[src/rtl/menu_list_renderer.sv]
// Menu list renderer: draws N_ITEMS item boxes, moves a cursor on button pulses and
// offers the chosen item through sel_valid/sel_ready. Define MENU_BLINK_EN for the blinking fill.
module menu_list_renderer #(
    parameter int N_ITEMS      = 4,
    parameter int ITEM_X0      = 160,
    parameter int ITEM_W       = 320,
    parameter int ITEM_Y0      = 120,
    parameter int ITEM_H       = 40,
    parameter int ITEM_GAP     = 20,
    parameter int BORDER       = 4,
    parameter int WRAP         = 1,
    parameter int BLINK_FRAMES = 30,
    localparam int IW          = (N_ITEMS > 2) ? $clog2(N_ITEMS) : 1
) (
    input  logic          clk_in,
    input  logic          i_rst,
    input  logic          menu_en,
    input  logic          o_active,
    input  logic [9:0]    o_x,
    input  logic [8:0]    o_y,
    input  logic          btn_up,
    input  logic          btn_down,
    input  logic          btn_ok,
    input  logic          sel_ready,
    output logic          sel_valid,
    output logic [IW-1:0] sel_idx,
    output logic          pix_on,
    output logic          pix_hl
);

    // state     | meaning
    // S_IDLE    | menu hidden, buttons ignored
    // S_BROWSE  | cursor follows up/down, ok offers the selection
    // S_CONFIRM | selection offered, waiting for sel_ready
    typedef enum logic [1:0] {
        S_IDLE    = 2'd0,
        S_BROWSE  = 2'd1,
        S_CONFIRM = 2'd2
    } state_t;

    localparam int            PITCH = ITEM_H + ITEM_GAP;
    localparam logic [IW-1:0] LAST  = IW'(N_ITEMS - 1);
    localparam logic [9:0]    X_LO  = 10'(ITEM_X0);
    localparam logic [9:0]    X_HI  = 10'(ITEM_X0 + ITEM_W - 1);
    localparam logic [9:0]    XI_LO = 10'(ITEM_X0 + BORDER);
    localparam logic [9:0]    XI_HI = 10'(ITEM_X0 + ITEM_W - 1 - BORDER);

    state_t          state_q, state_d;
    logic [IW-1:0]   cursor_q, cursor_d;
    logic [IW-1:0]   sel_idx_q, sel_idx_d;
    logic [IW-1:0]   disp_q, disp_d;
    logic            prev_zero_q;
    logic            frame_start;
    logic            showing;
    logic            browsing;
    logic            blink_on;

    logic [9:0]      px_x_q, px_y_q;
    logic            px_act_q;
    logic [N_ITEMS-1:0] in_box, in_edge;
    logic            hl_d, on_d, gate_d;
    logic            pix_on_q, pix_hl_q;

    // ---------------- FSM ----------------
    always_ff @(posedge clk_in or posedge i_rst) begin
        if (i_rst) state_q <= S_IDLE;
        else       state_q <= state_d;
    end

    always_comb begin
        state_d = state_q;
        if (!menu_en) begin
            state_d = S_IDLE;
        end else begin
            case (state_q)
                S_IDLE:    state_d = S_BROWSE;
                S_BROWSE:  if (btn_ok) state_d = S_CONFIRM;
                S_CONFIRM: if (sel_ready) state_d = S_BROWSE;
                default:   state_d = S_IDLE;
            endcase
        end
    end

    always_comb begin
        sel_valid = (state_q == S_CONFIRM);
        showing   = (state_q != S_IDLE);
        browsing  = (state_q == S_BROWSE) && menu_en;
    end

    // ---------------- cursor and selection ----------------
    always_comb begin
        cursor_d  = cursor_q;
        sel_idx_d = sel_idx_q;
        if (browsing && btn_ok) begin
            sel_idx_d = cursor_q;
        end else if (browsing && (btn_up ^ btn_down)) begin
            if (btn_up) begin
                if (cursor_q == '0) cursor_d = (WRAP != 0) ? LAST : '0;
                else                cursor_d = cursor_q - 1'b1;
            end else begin
                if (cursor_q == LAST) cursor_d = (WRAP != 0) ? '0 : LAST;
                else                  cursor_d = cursor_q + 1'b1;
            end
        end
    end

    assign frame_start = (o_x == 10'd0) && (o_y == 9'd0) && !prev_zero_q;
    assign disp_d      = frame_start ? cursor_q : disp_q;

    always_ff @(posedge clk_in or posedge i_rst) begin
        if (i_rst) begin
            cursor_q    <= '0;
            sel_idx_q   <= '0;
            disp_q      <= '0;
            prev_zero_q <= 1'b0;
        end else begin
            cursor_q    <= cursor_d;
            sel_idx_q   <= sel_idx_d;
            disp_q      <= disp_d;
            prev_zero_q <= (o_x == 10'd0) && (o_y == 9'd0);
        end
    end

    assign sel_idx = sel_idx_q;

    // ---------------- blink ----------------
`ifdef MENU_BLINK_EN
    localparam int CW = (BLINK_FRAMES > 1) ? $clog2(BLINK_FRAMES) : 1;

    logic [CW-1:0] blink_cnt_q, blink_cnt_d;
    logic          blink_ph_q, blink_ph_d;

    // A newly displayed item always starts with a full on half-period.
    always_comb begin
        blink_cnt_d = blink_cnt_q;
        blink_ph_d  = blink_ph_q;
        if (frame_start) begin
            if (cursor_q != disp_q) begin
                blink_cnt_d = '0;
                blink_ph_d  = 1'b1;
            end else if (blink_cnt_q == CW'(BLINK_FRAMES - 1)) begin
                blink_cnt_d = '0;
                blink_ph_d  = ~blink_ph_q;
            end else begin
                blink_cnt_d = blink_cnt_q + 1'b1;
            end
        end
    end

    always_ff @(posedge clk_in or posedge i_rst) begin
        if (i_rst) begin
            blink_cnt_q <= '0;
            blink_ph_q  <= 1'b1;
        end else begin
            blink_cnt_q <= blink_cnt_d;
            blink_ph_q  <= blink_ph_d;
        end
    end

    assign blink_on = blink_ph_q;
`else
    assign blink_on = 1'b1;
`endif

    // ---------------- pixel pipeline ----------------
    always_ff @(posedge clk_in or posedge i_rst) begin
        if (i_rst) begin
            px_x_q   <= '0;
            px_y_q   <= '0;
            px_act_q <= 1'b0;
        end else begin
            px_x_q   <= o_x;
            px_y_q   <= {1'b0, o_y};
            px_act_q <= o_active;
        end
    end

    always_comb begin
        in_box  = '0;
        in_edge = '0;
        hl_d    = 1'b0;
        for (int k = 0; k < N_ITEMS; k++) begin
            in_box[k] = (px_x_q >= X_LO) && (px_x_q <= X_HI) &&
                        (px_y_q >= 10'(ITEM_Y0 + k * PITCH)) &&
                        (px_y_q <= 10'(ITEM_Y0 + k * PITCH + ITEM_H - 1));
            in_edge[k] = in_box[k] &&
                         ((px_x_q < XI_LO) || (px_x_q > XI_HI) ||
                          (px_y_q < 10'(ITEM_Y0 + k * PITCH + BORDER)) ||
                          (px_y_q > 10'(ITEM_Y0 + k * PITCH + ITEM_H - 1 - BORDER)));
            if (IW'(k) == disp_q) hl_d = in_box[k];
        end
        on_d   = (|in_edge) || (hl_d && blink_on);
        gate_d = px_act_q && menu_en && showing;
    end

    always_ff @(posedge clk_in or posedge i_rst) begin
        if (i_rst) begin
            pix_on_q <= 1'b0;
            pix_hl_q <= 1'b0;
        end else begin
            pix_on_q <= gate_d && on_d;
            pix_hl_q <= gate_d && hl_d;
        end
    end

    assign pix_on = pix_on_q;
    assign pix_hl = pix_hl_q;

endmodule

[config.mk]
export PLATFORM = sky130hd
export DESIGN_NAME = menu_list_renderer
export DESIGN_NICKNAME = d
export VERILOG_FILES = /design/src/rtl/menu_list_renderer.sv
export SDC_FILE = /design/constraint.sdc
export NUM_CORES = 1
export LEC_CHECK = 0
export ABC_AREA = 1
export ABC_CLOCK_PERIOD_IN_PS = 1700
export CORE_MARGIN = 3
export CORE_UTILIZATION = 49
export CTS_CLUSTER_SIZE = 40
export DETAILED_ROUTE_END_ITERATION = 12
export GPL_TIMING_DRIVEN = 0
export HOLD_SLACK_MARGIN = 0.02
export PLACE_DENSITY_LB_ADDON = 0.1
export REMOVE_ABC_BUFFERS = 1
export SYNTH_ARGS = -nofsm -noshare
export SYNTH_HDL_FRONTEND = slang
export SYNTH_SLANG_ARGS = --single-unit
[constraint.sdc]
create_clock -name clk_in -period 1.7 [get_ports clk_in]
set_input_delay 0.17 -clock clk_in [delete_from_list [all_inputs] [get_ports clk_in]]
set_output_delay 0.17 -clock clk_in [all_outputs]
set_load 0.005 [all_outputs]
* Word-level counts from Yosys, hierarchy flattened *
Cells that the tools add are included.

word-level totals
  bits in registers = 31
  latch bits = 0
  RAM bits = 0
  bits in read-only memories = 0
  input bits = 27
  output and inout bits = 5
  logic and storage cells = 95
  memories = 0

operators by class
  add/sub/neg operators = 2
  $mul = 0
  div/mod/pow operators = 0
  order comparisons = 20
  equal/unequal tests = 8
  shift operators = 0
  mux-type cells = 11
  bitwise operators = 2
  reductions and logical operators = 42

operators by type and width
  kind                 number
  $logic_and 1x1->1    22
  $ge 9x8->1 const B   2
  $gt 9x8->1 const B   2
  $gt 9x9->1 const B   2
  $le 9x8->1 const B   2
  $le 9x9->1 const B   2
  $lt 9x8->1 const B   2
  $mux 2               6
  $ge 10x8->1 const B  1
  $gt 10x9->1 const B  1
  $le 10x9->1 const B  1
  $logic_not 10->1     1
  $logic_or 1x1->1     10
  $lt 10x8->1 const B  1
  $ge 9x7->1 const B   1
  $ge 9x9->1 const B   1
  $logic_not 9->1      1
  $lt 9x7->1 const B   1
  $lt 9x9->1 const B   1
  $logic_not 2->1      3
  $ne 3x3->1 const B   2
  $pmux 2 s3           1
  $eq 2x2->1 const A   2
  $eq 2x2->1 const B   2
  other kinds (11)     15

* Logic depth before layout (Yosys ltp) *
  word-level depth = 10
  gate-level depth with buffers = 11
  mapped depth without buffers = 11

* Worst setup path before layout *
Ideal clock, no wire load.

  path kind = reg2reg
  start point = reg px_y_q[5]
  end point = reg pix_on_q (netlist: pix_on)
  setup time = 0.121 ns
  arrival time = 1.201 ns
  data required time = 1.579 ns
  slack = 0.378 ns
  stages on the path, launching flop included = 11
  buffers on the path = 0
  period minus slack after synthesis = 1.322 ns
  cells stage by stage = dfrtp_1 -> inv_1 -> nand2_1 -> o21ai_0 -> nand2_1 -> nor2_1 -> nand2_1 -> nand2_1 -> nand2_1 -> o21bai_1 -> nand2_1

between the ends
  longest elaborated chain between the ends = 9
  elaborated cells on any way between the ends = 43
  classes of those cells = order compare: 16; mux: 4; reduce/logical: 23

ends and longest elaborated chain
  item                    line  source
  start, declared         58    logic [9:0] px_x_q, px_y_q;
  start signal, assigned  173   px_y_q <= {1'b0, o_y};
  $ge 9x7->1              184   (px_y_q >= 10'(ITEM_Y0 + k * PITCH)) &&
  $logic_and 1x1->1       183   in_box[k] = (px_x_q >= X_LO) && (px_x_q <= X_HI) &&
  $logic_and 1x1->1       184
  $mux 1 (4 in a row)     190   if (IW'(k) == disp_q) hl_d = in_box[k];
  $logic_or 1x1->1 *      192   on_d = (|in_edge) || (hl_d && blink_on);
  $logic_and 1x1->1 *     201   pix_on_q <= gate_d && on_d;
  end signal, assigned    201
  end, declared           62    logic pix_on_q, pix_hl_q;

Mark *: on every way between the ends. The rest lies on a longest branch, timed or not.
A chain may end at the register's enable or synchronous reset.

* Final worst setup path *
  start point = reg state_q[1]
  end point = out sel_valid

between the ends
  longest elaborated chain between the ends = 1

ends and longest elaborated chain
  item                    line  source
  start, declared         48    state_t state_q, state_d;
  start signal, assigned  67    else state_q <= state_d;
  $eq 2x2->1              85    sel_valid = (state_q == S_CONFIRM);
  end, declared           25    output logic sel_valid,

Every way passes these cells.

==> flow_summary.ini <==
[run_status]
status = completed

[worst_setup_path]
cp.required_ps = 1530
critPathCaptureType = output pin
worst_setup_path_start_kind = register
r2r_slack_ps = 200
setup.worst_path.class = register to output pin
crit_start = state_q[1]$_DFFE_PP0P_
worst-path-max-fanout = 3
crit_arrival_ps = 1390
r2r_end = pix_on$_DFF_PP0_
rr_startpoint = px_y_q[7]$_DFF_PP0_
reg2regPathDepth = 10

[timing]
slew_headroom = 0.362
fin_crit_sh = 0.917
finalHoldViolCount = 0
fmax_ghz = 0.642
fin_worst_skew_ps = 10.8
setup_viol = 0
grt_setup_unrepaired = false
tns_ps = 0
tightest_slew_ps = 956
maxSlewViolCount = 0
fin_ws_ps = 142
period_needed_ps = 1560

[power_and_ir_drop]
p_comb_frac = 0.254
power.internal_uw = 988
pwr-share-clk = 0.194
ir_drop_mv = 0.894
seqPwrFrac = 0.552
p_switching_uw = 398
p_leak_nw = 0.850
switching_share = 0.287
power_density_mw_per_mm2 = 773

[drt]
drt-pass1-iter-count = 6
vias_per_cell = 5.11
drt_iter0_drc = 90
drc = 0
routedWlPerCell_um = 10.9
ant_nets = 0
vias = 1304
totalWireLength_um = 2770

[clock_network]
htree_levels = 1
cts-hold-fix-buffers = 0
cts_buffers = 3
cts_sinks = 27
clkTransAtPathRegs_ps = 140
clk_path_buf_depth = 2
cts_tree = done
worstSkewPairLatency_ps = 320
root_buffer = clkbuf_4

[placement]
place_congestion = 0.775
place_inst = 251
portBuffers = 31
pre_cts_slack_ps = 112
dp_hpwl_um = 2260

[final_layout]
fillers = 221
drive_gt1_frac = 0.0622
antenna_cells = 0
mostFrequentLayoutCells = nand2_1 (53), clkdlybuf4s50_1 (31), dfrtp_1 (27)
final_core_util = 0.686
fin_nets = 255
final_common_cell = nand2_1
synthToLayoutAreaGrowth_pct = 25.7
fin_cells = 255

[synth]
netlist_area_mm2 = 0.00143
netlist_instances = 191
syn_area_per_cell_um2 = 7.46
ys_top_cells_by_area = dfrtp_1 (47%), nand2_1 (14%), inv_1 (6.8%)
yosysTopAreaCellShare = 0.474
yosysWarnings = 0
synth_cell_types = 25
synth_area_leader_cell = dfrtp_1
synth-seq-area-share = 0.474
synth_seq_cells = 27

[die]
die_area_mm2 = 0.00359
initial_core_util = 0.545
dieHeight_um = 59.9
die_x_um = 59.9
coreArea_mm2 = 0.00261
rows = 18
pin_count = 32

[worst_hold_path]
hold_path_depth = 1
hp-class = primary input to register
min_from = o_active
min_to = px_act_q$_DFF_PP0_

[global_routing]
grt_pass1_vias = 1197
grt_usage = 0.176
overflow = 0
antenna_found_initial = 0
grt_pass1_wl_um = 4800
grt_max_degree = 28

[flow_run]
drv_cap = 0
## per-layer routing
layer,part of all wire,GRT usage,up-vias,wire length [um]
li1,-,-,680,-
met1,0.43,0.221,584,1200
met4,0.014,0.0728,0,40
met2,0.50,0.299,35,1370
met3,0.057,0.0281,5,157
met5,0,0,-,0
## power groups by stage
stage / clock, mW / sequential, mW / combinational [mW]
3_5_place_dp: 0 / 0.778 / 0.356
6_report: 0.269 / 0.764 / 0.352
2_1_floorplan: 0 / 0.770 / 0.191
3_3_place_gp: 0 / 0.772 / 0.339
5_1_grt: 0.296 / 0.777 / 0.407
4_1_cts: 0.281 / 0.764 / 0.358
## worst max path at each step
stage,to,slack (ps),cells after the start
after floorplan,pix_on$_DFF_PP0_,380,10
after CTS,sel_valid,130,3
final,sel_valid,140,3
after detailed placement,disp_q[1]$_DFFE_PP0P_,110,7
after global placement,disp_q[1]$_DFFE_PP0P_,120,7
after global routing,pix_on$_DFF_PP0_,60,10
## Yosys cell counts (all sizes together)
library cell	number
dfrtp	27
mux2	1
ha	2
o22ai	1
or2	1
nand3	9
o21a	1
inv	29
o21bai	2
nand3b	1
nand2	54
a21oi	9
nor4	5
buf	1
nand4	2
o21ai	14
nor2	29
nor3	3
## cell families after synthesis
group / count (synthesis) / synth area share
flip-flops: 27 / 0.474
AO/OA/AOI/OAI: 27 / 0.104
AND/OR/NAND/NOR: 104 / 0.315
buffers and inverters: 30 / 0.0816
multiplexers: 1 / 0.00790
adder cells (fa/ha/maj): 2 / 0.0176
## critical path, stage by stage, from the launching register on
cell	delay, ps
dfrtp_1	400
inv_1	80
nor2_1	80
clkdlybuf4s50_1	500
## flip-flops by register name (all words and copies together), names as in the netlist
signal / count
cursor_q: 2
disp_q: 2
pix_hl: 1
pix_on: 1
prev_zero_q: 1
px_act_q: 1
px_x_q: 8
px_y_q: 7
sel_idx: 2
state_q: 2
## stage by stage
stage                     total power, mW  cell area [um^2]  hold slack, ps
after floorplan                     0.961              1420             201
after global placement               1.11              1770             467
after detailed placement             1.13              1770             476
after CTS                            1.40              1790             271
after global routing                 1.48              1790             283
final                                1.39              1790             280
## repair_timing
item	4_1_cts	5_1_grt
setup endpoints to repair	0	1
gates resized for setup	0	1
buffers inserted	0	0
## layout make-up
class	instances	area (um^2)	share of cell area
Sequential cell	27	676	0.377
Multi-Input combinational cell	134	633	0.353
Timing Repair Buffer	31	310	0.173
Inverter	29	109	0.0608
Tap cell	30	37.5	0.0209
Clock buffer	4	26.3	0.0147
(Power assumes the default switching activity.)
